`config.mk`:
```
export PLATFORM = sky130hd
export DESIGN_NAME = key_debounce_event
export DESIGN_NICKNAME = d
export VERILOG_FILES = /design/src/rtl/key_debounce_event.sv
export SDC_FILE = /design/constraint.sdc
export NUM_CORES = 1
export LEC_CHECK = 0
export CORE_ASPECT_RATIO = 0.5
export CORE_UTILIZATION = 25
export CTS_CLUSTER_SIZE = 40
export DETAILED_ROUTE_END_ITERATION = 10
export HOLD_SLACK_MARGIN = 0.05
export PLACE_DENSITY = 0.41
export SLEW_MARGIN = 20
export SYNTH_ARGS = -nofsm -noshare
export SYNTH_HDL_FRONTEND = slang
export SYNTH_SLANG_ARGS = --single-unit
```
`constraint.sdc`:
```
create_clock -name sys_clk -period 6.7 [get_ports sys_clk]
set_clock_uncertainty 0.2 [all_clocks]
set_input_delay 1.675 -clock sys_clk [delete_from_list [all_inputs] [get_ports sys_clk]]
set_output_delay 1.675 -clock sys_clk [all_outputs]
set_load 0.02 [all_outputs]
```
`src/rtl/key_debounce_event.sv`:
```
// Push-key conditioner: two-flop synchroniser, per-key debounce counter,
// press/release pulses and a lowest-index-first press event queue with valid/ack.
module key_debounce_event #(
    parameter int unsigned KEY_W      = 4,
    parameter int unsigned DEB_CYCLES = 1000000,
    parameter int unsigned CNT_W      = 20
) (
    input  logic             sys_clk,
    input  logic             sys_rst_n,
    input  logic [KEY_W-1:0] key,
    output logic [KEY_W-1:0] key_state,
    output logic [KEY_W-1:0] key_press,
    output logic [KEY_W-1:0] key_release,
    output logic             key_valid,
    output logic [2:0]       key_code,
    input  logic             key_ack,
    output logic             key_ovf
);

    localparam logic [CNT_W-1:0] CNT_LAST = CNT_W'(DEB_CYCLES - 1);

    logic [KEY_W-1:0] r_s1;
    logic [KEY_W-1:0] r_s2;
    logic [KEY_W-1:0] r_stable;
    logic [CNT_W-1:0] r_cnt [KEY_W];
    logic [KEY_W-1:0] r_press;
    logic [KEY_W-1:0] r_release;
    logic [KEY_W-1:0] r_pending;
    logic             r_valid;
    logic [2:0]       r_code;
    logic             r_ovf;

    logic [KEY_W-1:0] w_flip;
    logic [KEY_W-1:0] w_held;
    logic [KEY_W-1:0] w_hit;
    logic [KEY_W-1:0] w_avail;
    logic [KEY_W-1:0] w_pick;
    logic [2:0]       w_pick_idx;
    logic             w_load;

    // Debounce acceptance and event-queue next-state decode
    always_comb begin
        w_flip     = '0;
        w_held     = '0;
        w_pick_idx = 3'd0;
        for (int i = 0; i < int'(KEY_W); i++) begin
            w_flip[i] = (r_s2[i] != r_stable[i]) && (r_cnt[i] == CNT_LAST);
            w_held[i] = r_valid && (r_code == 3'(i));
        end
        // A press on a key already pending or already presented is lost
        w_hit   = r_press & (r_pending | w_held);
        w_avail = r_pending | (r_press & ~w_hit);
        w_pick  = w_avail & (~w_avail + KEY_W'(1));
        for (int i = int'(KEY_W) - 1; i >= 0; i--) begin
            if (w_avail[i]) begin
                w_pick_idx = 3'(i);
            end
        end
        w_load = (!r_valid || key_ack) && (w_avail != '0);
    end

    always_ff @(posedge sys_clk) begin
        if (!sys_rst_n) begin
            r_s1      <= '1;
            r_s2      <= '1;
            r_stable  <= '1;
            r_press   <= '0;
            r_release <= '0;
            r_pending <= '0;
            r_valid   <= 1'b0;
            r_code    <= 3'd0;
            r_ovf     <= 1'b0;
            for (int i = 0; i < int'(KEY_W); i++) begin
                r_cnt[i] <= '0;
            end
        end else begin
            r_s1 <= key;
            r_s2 <= r_s1;
            for (int i = 0; i < int'(KEY_W); i++) begin
                if ((r_s2[i] == r_stable[i]) || w_flip[i]) begin
                    r_cnt[i] <= '0;
                end else begin
                    r_cnt[i] <= r_cnt[i] + CNT_W'(1);
                end
            end
            r_stable  <= r_stable ^ w_flip;
            r_press   <= w_flip & r_stable;
            r_release <= w_flip & ~r_stable;
            if (w_hit != '0) begin
                r_ovf <= 1'b1;
            end
            // Reload back-to-back on ack so no idle cycle appears between events
            if (w_load) begin
                r_valid   <= 1'b1;
                r_code    <= w_pick_idx;
                r_pending <= w_avail & ~w_pick;
            end else begin
                r_pending <= w_avail;
                if (r_valid && key_ack) begin
                    r_valid <= 1'b0;
                end
            end
        end
    end

    assign key_state   = ~r_stable;
    assign key_press   = r_press;
    assign key_release = r_release;
    assign key_valid   = r_valid;
    assign key_code    = r_code;
    assign key_ovf     = r_ovf;

endmodule
```
==> summary.txt <==
Die
  • Core box area: 20900 sq um
  • Rows: 37
  • Io pins: 24
  • Full die area: 22400 sq um
  • Initial core utilization: 26.0%
  • Die width: 210 um
  • Die Span Y: 106 um

CTS
  • H-tree depth: 3
  • Hold_buf cts: 0
  • Clock latency on the worst-skew pair: 0.35 ns
  • Clock transition at the registers of the reported paths: 0.08 ns
  • Total setup buffers inserted after CTS: 0
  • Clock Tree Buf Depth: 2
  • Cts repair resizes: 0
  • Clock sinks: 108
  • CTS tree: built
  • CTS Buf Count: 9
  • Root Driver: clkbuf_16

Layout
  • Number of diodes: 0
  • Final core utilization: 31.3%
  • Syn-to-layout area delta: 20.7%
  • Layout cell share with drive strength beyond 1: 4.73%
  • Final nets: 640

GRT
  • Number of global-route vias before repair: 3842
  • First-pass GRT wire length: 19.1 mm
  • Initial antenna violation count: 0
  • Total Routing Usage GR: 10.7%
  • Largest net degree at the start of global routing: 29
  • GR Overflow Total: 0

Critical path
  • Worst EP arrival: 1.46 ns
  • CP max stage delay: 0.66 ns
  • CP delay by family, top: buffers and inverters
  • Crit-path cells: clkdlybuf4s50_1
  • CP Class: reg -> out
  • Critical Path End Type: primary output
  • Critical Path RT: 4.83 ns
  • Crit Path Max Fanout: 7
  • Max stage delay cell, worst path: clkdlybuf4s50_1
  • Buf/Inv on CP: 1
  • Startpoint types: flip-flop

Power
  • LEAKAGE: 2.26 nW
  • Clock power share: 39.1%
  • Pwr dens: 204 nW/um^2
  • Sw Pwr: 0.303 mW
  • Share of power burned in registers: 57.1%
  • Comb pwr share: 3.8%
  • Maximum VDD drop: 0.103 mV
  • Switching Fraction: 22.7%
  • Power Internal: 1.04 mW

STA
  • Setup TNS: 0 ns
  • Max Clk Rate: 299 MHz
  • Rel. slew slack: 32.9%
  • Max Slew Vio Count: 0
  • Final period util: 49.8%
  • Final hold vios: 0
  • RSZ-0062 raised after global routing: no
  • Setup violators final: 0
  • Minimum clock period: 3.34 ns
  • Worst Tran Pin Value: 1.01 ns

Routing
  • Post-DR wirelength/cell: 11.8 um
  • Routed Antenna Nets: 0
  • Initial drt markers: 224
  • Avg Vias per Cell: 4.32
  • DRC violations left: 0
  • WL final: 11.0 mm
  • Drt pass-1 iters: 5
  • DR vias: 4002

Logic synthesis
  • Asr flop ratio synth: 0%
  • Area share of fa/ha/maj cells after synthesis: 0.921%
  • Mux contribution to synthesized area: 0%
  • Cells after Synth: 529
  • EDFF count, synth: 80
  • Distinct cells, synth: 49
  • Yosys warning total: 0
  • Largest family of logic cells by synthesized area: simple AND/OR/NAND/NOR gates
  • Syn Area/Cell: 10.3 sq um
  • Synth Register Bits: 108
  • Top_reg_cell synth: edfxtp_1
  • Sequential share of the synthesized area: 54.5%
  • Post-synthesis cell area: 5430 sq um
  • Synth Area in Simple Gates: 24.6%
  • Xor/xnor share of the synthesized area: 7.09%
  • Post-synthesis compound-gate area fraction: 9.42%

Placement
  • # port buffers: 22
  • Post-detail-place hpwl: 7.76 mm
  • Gpl congestion: 0.711

Hold path
  • Hold Crit Class: reg -> reg

Run
  • Number of max-cap violations: 0

Outcome
  • Outcome: complete, no violations
[area by class of cell]
cell class	instances	area, sq um
clock buffers	11	254
fillers	2203	14400
clock inverters	5	35.0
multi-input cells	458	2590
flip-flops and latches	108	2960
inverters	26	97.6
well taps	292	365
repair buffers	26	250
[metrics by stage]
stage,area (sq um),power [mW],instances,setup slack [ns],hold WS [ns]
global route,6560,1.41,926,3.28,0.230
detailed placement,6270,0.831,910,3.15,0.194
finish,6560,1.34,926,3.36,0.204
floorplan,5730,0.813,608,3.90,0.186
global placement,6270,0.830,910,3.20,0.189
CTS,6560,1.37,926,3.34,0.205
[power groups by stage]
| stage | clock [mW] | combinational, mW | sequential [mW] |
|---|---|---|---|
| 3_3_place_gp | 0 | 0.0505 | 0.779 |
| 3_5_place_dp | 0 | 0.0505 | 0.780 |
| 6_report | 0.523 | 0.0510 | 0.765 |
| 4_1_cts | 0.555 | 0.0509 | 0.765 |
| 2_1_floorplan | 0 | 0.0409 | 0.772 |
| 5_1_grt | 0.579 | 0.0603 | 0.769 |
[cells in the final DEF, fill, tap and decap left out, drive strengths merged, types with 3 or more instances in the layout]
cell type / instances
o311ai: 4
and2: 4
xnor2: 23
inv: 26
edfxtp: 80
o221ai: 3
nand2b: 15
nand4: 19
and4: 6
dfxtp: 28
conb: 81
clkdlybuf4s50: 22
and3: 14
xor2: 21
clkbuf: 11
or4: 15
clkinvlp: 3
o31ai: 6
ha: 4
nor3: 9
nor4b: 4
o21ai: 27
nand3: 34
a21oi: 36
nor4: 8
nor2: 62
or3: 21
nand2: 22
buf: 4
[synth_stat cells (all sizes together) (8+ instances only)]
cell | instances | share of area, %
nor4 | 8 | 0.92
nand4 | 19 | 2.2
xor2 | 21 | 3.4
xnor2 | 23 | 3.7
nor3 | 9 | 0.83
nand2 | 22 | 1.5
or4 | 15 | 2.1
nand3 | 34 | 3.3
o21ai | 27 | 2.5
edfxtp | 80 | 44
or3 | 21 | 2.5
nand2b | 15 | 1.7
dfxtp | 28 | 10
a21oi | 36 | 3.3
and3 | 14 | 1.6
clkbuf | 10 | 0.71
inv | 26 | 1.8
nor2 | 62 | 4.3
[flip-flops by register name, indices dropped and copies added, names as in the netlist, named ones only]
register	cells
key_ovf	1
key_release	4
key_press	4
r_s1	4
r_s2	4
key_valid	1
key_code	2
r_pending	4
r_cnt	80
[worst paths after layout]
| check | from | endpoint | slack (ns) | cells past startpoint |
|---|---|---|---|---|
| worst max-delay path | key_valid | key_valid | 3.36 | 1 |
| worst min-delay path | r_s1[2] | r_s2[2] | 0.20 | 1 |
| worst max register to register | r_cnt[3][7] | r_cnt[3][12] | 3.75 | 4 |
| worst min register to register | r_s1[2] | r_s2[2] | 0.20 | 1 |
[logic make-up after synthesis]
group | after synthesis
simple gates | 243
flops | 108
fa+ha+maj | 4
xor+xnor | 44
other cells | 2
buf+inv | 42
compound gates | 86
[metal layers]
metal	up-vias	routed length [um]	track usage, %
li1	2081	-	-
met1	1890	5610	14.2
met2	24	5030	17.2
met3	7	247	2.57
met4	0	72	2.95
met5	-	0	0
Note: power is estimated with default switching activity, not from simulation.
